[config.mk]
export PLATFORM = sky130hd
export DESIGN_NAME = alu_control_flat
export DESIGN_NICKNAME = d
export VERILOG_FILES = /design/src/rtl/alu_control_if.sv /design/src/rtl/alu_control.sv /design/src/flat_wrapper.sv
export SDC_FILE = /design/constraint.sdc
export NUM_CORES = 1
export LEC_CHECK = 0
export BUFFER_PORTS_ARGS = -buffer_cell sky130_fd_sc_hd__clkbuf_2
export CAP_MARGIN = 5
export CORE_AREA = 2 2 39 41
export CTS_BUF_LIST = sky130_fd_sc_hd__clkbuf_8
export DETAILED_ROUTE_END_ITERATION = 6
export DIE_AREA = 0 0 41 43
export PLACE_DENSITY_LB_ADDON = 0.08
export SKIP_CTS_REPAIR_TIMING = 1
export SLEW_MARGIN = 20
export SYNTH_ARGS = -nofsm -noshare
export SYNTH_HDL_FRONTEND = slang
export SYNTH_SLANG_ARGS = --single-unit
[constraint.sdc]
create_clock -name clk -period 0.9 [get_ports clk]
set_clock_uncertainty 0.05 [all_clocks]
set_input_delay 0.18 -clock clk [delete_from_list [all_inputs] [get_ports clk]]
set_output_delay 0.18 -clock clk [all_outputs]
set_load 0.005 [all_outputs]
[src/rtl/alu_control_if.sv]
//------------------------------------------------------------------------------
// alu_control_if
// Decode request/response bundle between an instruction source and alu_control.
// Revision: 1.0
//------------------------------------------------------------------------------
`default_nettype none

interface alu_control_if;
    logic [3:0] Opcode;
    logic [2:0] Func;
    logic       in_valid;
    logic [2:0] ALUOp;
    logic       out_valid;
    logic       illegal;

    modport master (
        output Opcode,
        output Func,
        output in_valid,
        input  ALUOp,
        input  out_valid,
        input  illegal
    );

    modport slave (
        input  Opcode,
        input  Func,
        input  in_valid,
        output ALUOp,
        output out_valid,
        output illegal
    );
endinterface

`default_nettype wire

[src/rtl/alu_control.sv]
//------------------------------------------------------------------------------
// alu_control
// Registered opcode/function decoder producing the ALU operation select.
// Revision: 1.0
//------------------------------------------------------------------------------
`default_nettype none

module alu_control (
    input  wire          clk,
    input  wire          rst_n,
    alu_control_if.slave bus
);

    localparam logic [2:0] c_ALU_ADD = 3'b000;
    localparam logic [2:0] c_ALU_SUB = 3'b001;
    localparam logic [2:0] c_ALU_AND = 3'b010;
    localparam logic [2:0] c_ALU_OR  = 3'b011;
    localparam logic [2:0] c_ALU_SLT = 3'b100;
    localparam logic [2:0] c_ALU_SLL = 3'b101;
    localparam logic [2:0] c_ALU_SRL = 3'b110;

    localparam logic [3:0] c_OP_RTYPE = 4'b0000;
    localparam logic [3:0] c_OP_ADDI  = 4'b0001;
    localparam logic [3:0] c_OP_ANDI  = 4'b0010;
    localparam logic [3:0] c_OP_ORI   = 4'b0011;
    localparam logic [3:0] c_OP_LW    = 4'b0100;
    localparam logic [3:0] c_OP_SW    = 4'b0101;
    localparam logic [3:0] c_OP_BEQ   = 4'b0110;
    localparam logic [3:0] c_OP_BNE   = 4'b0111;
    localparam logic [3:0] c_OP_SLTI  = 4'b1000;
    localparam logic [3:0] c_OP_LUI   = 4'b1001;

    logic [2:0] w_dec_op;
    logic       w_dec_illegal;

    logic [2:0] aluop_q,     aluop_d;
    logic       illegal_q,   illegal_d;
    logic       out_valid_q, out_valid_d;

    // Illegal combinations fall back to ADD so downstream never sees the reserved code.
    always_comb begin
        w_dec_op      = c_ALU_ADD;
        w_dec_illegal = 1'b0;
        case (bus.Opcode)
            c_OP_RTYPE: begin
                case (bus.Func)
                    3'b000:  w_dec_op = c_ALU_ADD;
                    3'b001:  w_dec_op = c_ALU_SUB;
                    3'b010:  w_dec_op = c_ALU_AND;
                    3'b011:  w_dec_op = c_ALU_OR;
                    3'b100:  w_dec_op = c_ALU_SLT;
                    3'b101:  w_dec_op = c_ALU_SLL;
                    3'b110:  w_dec_op = c_ALU_SRL;
                    default: w_dec_illegal = 1'b1;
                endcase
            end
            c_OP_ADDI: w_dec_op = c_ALU_ADD;
            c_OP_ANDI: w_dec_op = c_ALU_AND;
            c_OP_ORI:  w_dec_op = c_ALU_OR;
            c_OP_LW:   w_dec_op = c_ALU_ADD;
            c_OP_SW:   w_dec_op = c_ALU_ADD;
            c_OP_BEQ:  w_dec_op = c_ALU_SUB;
            c_OP_BNE:  w_dec_op = c_ALU_SUB;
            c_OP_SLTI: w_dec_op = c_ALU_SLT;
            c_OP_LUI:  w_dec_op = c_ALU_SLL;
            default:   w_dec_illegal = 1'b1;
        endcase
    end

    always_comb begin
        aluop_d     = aluop_q;
        illegal_d   = illegal_q;
        out_valid_d = 1'b0;
        if (bus.in_valid) begin
            aluop_d     = w_dec_op;
            illegal_d   = w_dec_illegal;
            out_valid_d = 1'b1;
        end
    end

    always_ff @(posedge clk or negedge rst_n) begin
        if (!rst_n) begin
            aluop_q     <= c_ALU_ADD;
            illegal_q   <= 1'b0;
            out_valid_q <= 1'b0;
        end else begin
            aluop_q     <= aluop_d;
            illegal_q   <= illegal_d;
            out_valid_q <= out_valid_d;
        end
    end

    assign bus.ALUOp     = aluop_q;
    assign bus.illegal   = illegal_q;
    assign bus.out_valid = out_valid_q;

endmodule

`default_nettype wire

[src/flat_wrapper.sv]
// flat-port wrapper written by rule: the top's interface ports become plain ports
module alu_control_flat 
  (clk, rst_n, bus_Opcode, bus_Func, bus_in_valid, bus_ALUOp, bus_out_valid, bus_illegal);
  alu_control_if bus_i ();
  input  wire clk;
  input  wire rst_n;
  input wire logic [$bits(bus_i.Opcode)-1:0] bus_Opcode;
  input wire logic [$bits(bus_i.Func)-1:0] bus_Func;
  input wire logic [$bits(bus_i.in_valid)-1:0] bus_in_valid;
  output wire logic [$bits(bus_i.ALUOp)-1:0] bus_ALUOp;
  output wire logic [$bits(bus_i.out_valid)-1:0] bus_out_valid;
  output wire logic [$bits(bus_i.illegal)-1:0] bus_illegal;
  assign bus_i.Opcode = bus_Opcode;
  assign bus_i.Func = bus_Func;
  assign bus_i.in_valid = bus_in_valid;
  assign bus_ALUOp = bus_i.ALUOp;
  assign bus_out_valid = bus_i.out_valid;
  assign bus_illegal = bus_i.illegal;
  alu_control u_core (.clk(clk), .rst_n(rst_n), .bus(bus_i));
endmodule
==> impl_metrics.tcl, run 1 <==
set metrics [dict create \
    die_w_um 41 \
    layout-area-overhead-vs-synth_pct 73.2 \
    cp-end-kind "flip-flop" \
    arrival_ns 1.01 \
    cts_made_buffers 3 \
    rows 14 \
    place.port_buffers 14 \
    drtAntennaViolNets 0 \
    grt_max_degree 6 \
    synth.avg_cell_area_um2 8.76 \
    synth-seq-area-share_pct 44.6 \
    synthCells 32 \
    worst_slack_ns -0.0361 \
    grt_pass1_vias 357 \
    rsz0062_at_grt "yes" \
    crit_required_ns 0.98 \
    path_class "in2reg" \
    drc 0 \
    crit_chain "buf_6 -> or2_4 -> o21ai_2 -> nand2_2 -> o32ai_2" \
    hold_viol_final 0 \
    die_area_um2 1760 \
    grt-ovfl-total 0 \
    setup_violations 5 \
    htree_levels 1 \
    routedWlPerCell_um 10.1 \
    hold_slack_ns 0.0752 \
    yosysUniqueCellTypes 13 \
    fp.dieH_um 43 \
    drtPass1Iterations 2 \
    cts-root-buf "clkbuf_8" \
    final_nets 68 \
    drive_gt1_share_pct 49.1 \
    slowest_delay_ns 0.27 \
    vias 334 \
    cap_violations 0 \
    final_max_slew_viol_count 0 \
    netlist_area_um2 280 \
    synth_area_leader_cell "dfrtp_1" \
    insertedDiodeCount 0 \
    drt_iter0_drc 3 \
    wl_um 734 \
    coreArea_um2 1380 \
    dp_slack_ns -0.296 \
    hold_path.class "in2reg" \
    synth_area_leaders "dfrtp_1 45%, a31oi_1 8.9%, nand2_1 8.0%, o22ai_1 6.7%, o32ai_2 5.8%" \
    tightest_slew_ns 0.226 \
    placed_cells 68 \
    min_period_over_period_pct 104 \
    antenna_found_initial 0 \
    ys_warn_count 0 \
    initial_core_util_pct 20.3 \
    power_density_nw_per_um2 1610 \
    cp_slowest_cell "or2_4" \
    syn_nets 42 \
    p_leak_nw 0.239 \
    ys_seq_elements 5 \
    max-slew-margin-rel_pct 84.9 \
    clock_sinks 5 \
    clk_pin_slew_ns 0.03 \
    viasPerCell 4.58 \
    cts.path.max_buffers 2 \
    outcome "complete, but fails checks" \
    peakVddDrop_v 0.000418 \
    netlist.area_leader.share_pct 44.6 \
    violations "negative setup slack" \
    ios 15 \
    critPathLaunchType "primary input" \
    insertion_delay_ns 0.22 \
    place.gp.congestion 0.667 \
    period_minus_slack_ns 0.936 \
    cts_tree "yes" \
    clock.fmax_mhz 1070 \
    track_usage_pct 11.6 \
    cp_max_fo 5 \
    layout.cells.non_filler 73 \
    grt_first_pass_wirelength_um 1350 \
]
[sequential cells by signal, indices dropped and copies added, names as in the netlist]
register,cells
u_core.bus.ALUOp,3
u_core.bus.illegal,1
u_core.bus.out_valid,1
[layer usage]
layer	share of wire, %	track usage, %	vias up	wire length (um)
met5	0	0	-	0
met4	5.2	12.0	0	38
met3	5.9	0	5	43
met2	47	17.5	15	346
met1	42	13.3	149	306
li1	-	-	165	-
[logic make-up (layout without fill, tap and decap cells)]
kind of cell	Yosys count	in the layout	share of synthesized area (%)
buffers and inverters	4	29	5.36
AO/OA/AOI/OAI	9	9	24.6
flip-flops	5	5	44.6
AND/OR/NAND/NOR	14	14	25.5
[final cells by class]
cell class	instances	area [um^2]
clock buffers	3	41.3
clock inverters	1	3.75
fillers	153	898
inverters	4	15.0
multi-input cells	23	149
flip-flops and latches	5	125
well taps	16	20.0
repair buffers	21	131
[critical path: cells and delay by family]
family | cells | cell delay (ns)
buffers and inverters | 1 | 0.09
AND/OR/NAND/NOR | 2 | 0.35
AO/OA/AOI/OAI | 2 | 0.38
[worst paths after layout]
| path | from | to | slack [ns] | depth (start not counted) |
|---|---|---|---|---|
| hold / removal | bus_in_valid | u_core.bus.out_valid | 0.08 | 1 |
| setup reg to reg | u_core.bus.illegal | u_core.bus.illegal | 0.22 | 2 |
| max in group asynchronous | rst_n | u_core.bus.ALUOp[0] | 0.40 | 2 |
| min in group asynchronous | rst_n | u_core.bus.illegal | 0.27 | 2 |
| hold reg to reg | u_core.bus.ALUOp[1] | u_core.bus.ALUOp[1] | 0.48 | 2 |
| setup / recovery | bus_Opcode[1] | u_core.bus.ALUOp[2] | -0.04 | 5 |
[synthesized netlist by cell type, drive strengths merged]
| library cell | count |
|---|---|
| a31oi | 4 |
| dfrtp | 5 |
| inv | 4 |
| nand2 | 6 |
| nand2b | 1 |
| nand4 | 1 |
| nor2 | 3 |
| nor2b | 1 |
| nor3 | 1 |
| o21ai | 1 |
| o22ai | 3 |
| o32ai | 1 |
| or2 | 1 |
[layout by cell type (no fill, tap or decap), types with 3 or more instances in the layout]
| master | n |
|---|---|
| nor2_1 | 3 |
| clkbuf_8 | 3 |
| dfrtp_1 | 5 |
| nand2_1 | 5 |
| o22ai_1 | 3 |
| buf_4 | 6 |
| a31oi_1 | 4 |
| inv_1 | 5 |
| clkbuf_2 | 13 |
[where the power goes]
part,internal [mW],total [mW],switching (mW)
clock network,0.292,0.400,0.108
registers,0.240,0.245,0.00568
logic,0.0698,0.136,0.0665
total,0.601,0.782,0.180
[metrics by stage]
step | power [mW] | instance area (um^2) | TNS, ns | utilization, %
floorplan | 0.295 | 280 | -0.217 | -
global placement | 0.374 | 415 | -0.827 | 30.0
detailed placement | 0.376 | 415 | -0.967 | 30.0
CTS | 0.786 | 460 | -0.230 | 33.3
global route | 0.827 | 485 | -0.415 | 35.1
finish | 0.782 | 485 | -0.137 | 35.1
No activity file was read; power rests on OpenSTA's default activity.
==> inputs of run 2 (changes only) <==
clock period = 0.8 ns   (was 0.9 ns; I/O delays follow)
==> run 2 against run 1 <==
Compared with the run above: the run still ends with negative setup slack left; sequential cell count unchanged; hold slack lost 0.024 ns; via count stayed put; non-clock buffer count increased by 1; register-to-register slack lost 0.19 ns; setup slack lost 0.088 ns; final cell count increased by 1.4%; clock-buffer cell count is the same; clock power is 14% higher; power is 15% higher; highest routed layer unchanged.
==> impl_metrics.tcl, run 2 (synthesized netlist as in run 1, its figures left out) <==
set metrics [dict create \
    p_leak_nw 0.247 \
    seq_area_um2 125 \
    vias 334 \
    htree_levels 1 \
    nFillCells 166 \
    use_met1_pct 11.6 \
    final_common_cell "clkbuf_2" \
    drive_gt1_share_pct 56.9 \
    grt_pass1_vias 341 \
    path_class "in2reg" \
    hpwl_um 699 \
    insertedDiodeCount 0 \
    cp-end-kind "flip-flop" \
    final_cell_mix "13 x clkbuf_2, 7 x buf_4, 5 x inv_1, 5 x nand2_1, 5 x dfrtp_1" \
    sw_frac_of_total_pct 24.1 \
    largest_register_ffs 3 \
    track_usage_pct 11.6 \
    top_usage_layer "met2" \
    grt_first_pass_wirelength_um 1340 \
    drtPass1Iterations 4 \
    coreArea_um2 1380 \
    layout-area-overhead-vs-synth_pct 82.1 \
    routedWlPerCell_um 11.1 \
    worst_slack_ns -0.124 \
    critPathLaunchType "primary input" \
    viasPerCell 4.51 \
    cts_tree "yes" \
    clock.fmax_mhz 1080 \
    drtAntennaViolNets 0 \
    peakVddDrop_v 0.000368 \
    grt_max_degree 6 \
    place.gp.congestion 0.753 \
    place.port_buffers 14 \
    power_density_nw_per_um2 1770 \
    cts-root-buf "clkbuf_8" \
    cap_violations 0 \
    pwr-share-seq_pct 30.6 \
    grtUsageMet2_pct 20.0 \
    crit_required_ns 0.88 \
    max-slew-margin-rel_pct 86.1 \
    intPower_uw 684 \
    multi_input_area_um2 166 \
    clock_sinks 5 \
    pwr-share-comb_pct 18.6 \
    grt-ovfl-total 0 \
    insertion_delay_ns 0.22 \
    rsz0062_at_grt "yes" \
    setup_violations 9 \
    die_w_um 41 \
    final_nets 69 \
    clkPwrFrac_pct 50.8 \
    rows 14 \
    layout.cells.non_filler 74 \
    ios 15 \
    cp_max_fo 4 \
    period_minus_slack_ns 0.924 \
    final_max_slew_viol_count 0 \
    drt_iter0_drc 4 \
    drc 0 \
    cts_made_buffers 3 \
    die_area_um2 1760 \
    antenna_found_initial 0 \
    fp.dieH_um 43 \
    clk_pin_slew_ns 0.04 \
    min_period_over_period_pct 116 \
    dp_slack_ns -0.349 \
    wl_um 824 \
    p_switching_uw 218 \
    initial_core_util_pct 20.3 \
    arrival_ns 1.00 \
    placed_cells 68 \
    grtUsageMet3_pct 0 \
    cts.path.max_buffers 2 \
    violations "negative setup slack" \
    hold_viol_final 0 \
    outcome "complete, but fails checks" \
    hold_path.class "in2reg" \
    tightest_slew_ns 0.208 \
]
-- run 2: changes by cell type in the layout (fill, tap and decap cells not counted), sizes merged --
cell / delta
buf: +1
-- run 2: layout make-up --
class	count	area share [%]
clock buffer	3	8.09
clock inverter	1	0.735
inverter	4	2.94
multi-input combinational	23	32.6
sequential	5	24.5
tap	16	3.92
timing repair buffer	22	27.2
-- run 2: worst max-delay path, stage by stage --
cell	delay [ns]
buf_6	0.09
or2_4	0.27
o21ai_2	0.14
nand2_2	0.09
o32ai_2	0.25
-- run 2: routing by layer --
metal / share of wire, % / wire length (um)
met3: 6.8 / 56
met1: 36 / 300
met4: 2.4 / 20
met5: 0 / 0
met2: 54 / 448
-- run 2: power by group through the flow --
stage	sequential (mW)	clock, mW	combinational [mW]
after CTS	0.276	0.472	0.146
after global routing	0.279	0.475	0.188
after detailed placement	0.279	0	0.145
after floorplan	0.281	0	0.0506
after global placement	0.279	0	0.140
final	0.276	0.458	0.168
-- run 2: worst paths after layout --
| path | slack, ns | start | end | depth (start not counted) |
|---|---|---|---|---|
| worst max-delay path | -0.12 | bus_Opcode[1] | u_core.bus.ALUOp[2] | 5 |
| worst min-delay path | 0.05 | bus_in_valid | u_core.bus.out_valid | 1 |
| worst max register to register | 0.03 | u_core.bus.ALUOp[1] | u_core.bus.ALUOp[1] | 3 |
| worst min register to register | 0.49 | u_core.bus.ALUOp[0] | u_core.bus.ALUOp[0] | 2 |
| max in group asynchronous | 0.31 | rst_n | u_core.bus.ALUOp[1] | 2 |
| min in group asynchronous | 0.24 | rst_n | u_core.bus.illegal | 2 |
-- run 2: through the flow --
| stage | hold WS, ns | util [%] | setup TNS, ns | instance area [um^2] | power [mW] |
|---|---|---|---|---|---|
| 2_1_floorplan | -0.186 | - | -0.537 | 280 | 0.332 |
| 3_3_place_gp | -0.0713 | 30.0 | -1.12 | 415 | 0.418 |
| 3_5_place_dp | -0.0649 | 30.0 | -1.27 | 415 | 0.425 |
| 4_1_cts | -0.302 | 33.3 | -0.905 | 460 | 0.894 |
| 5_1_grt | 0.0680 | 36.9 | -1.14 | 510 | 0.941 |
| 6_report | 0.0513 | 36.9 | -0.761 | 510 | 0.902 |
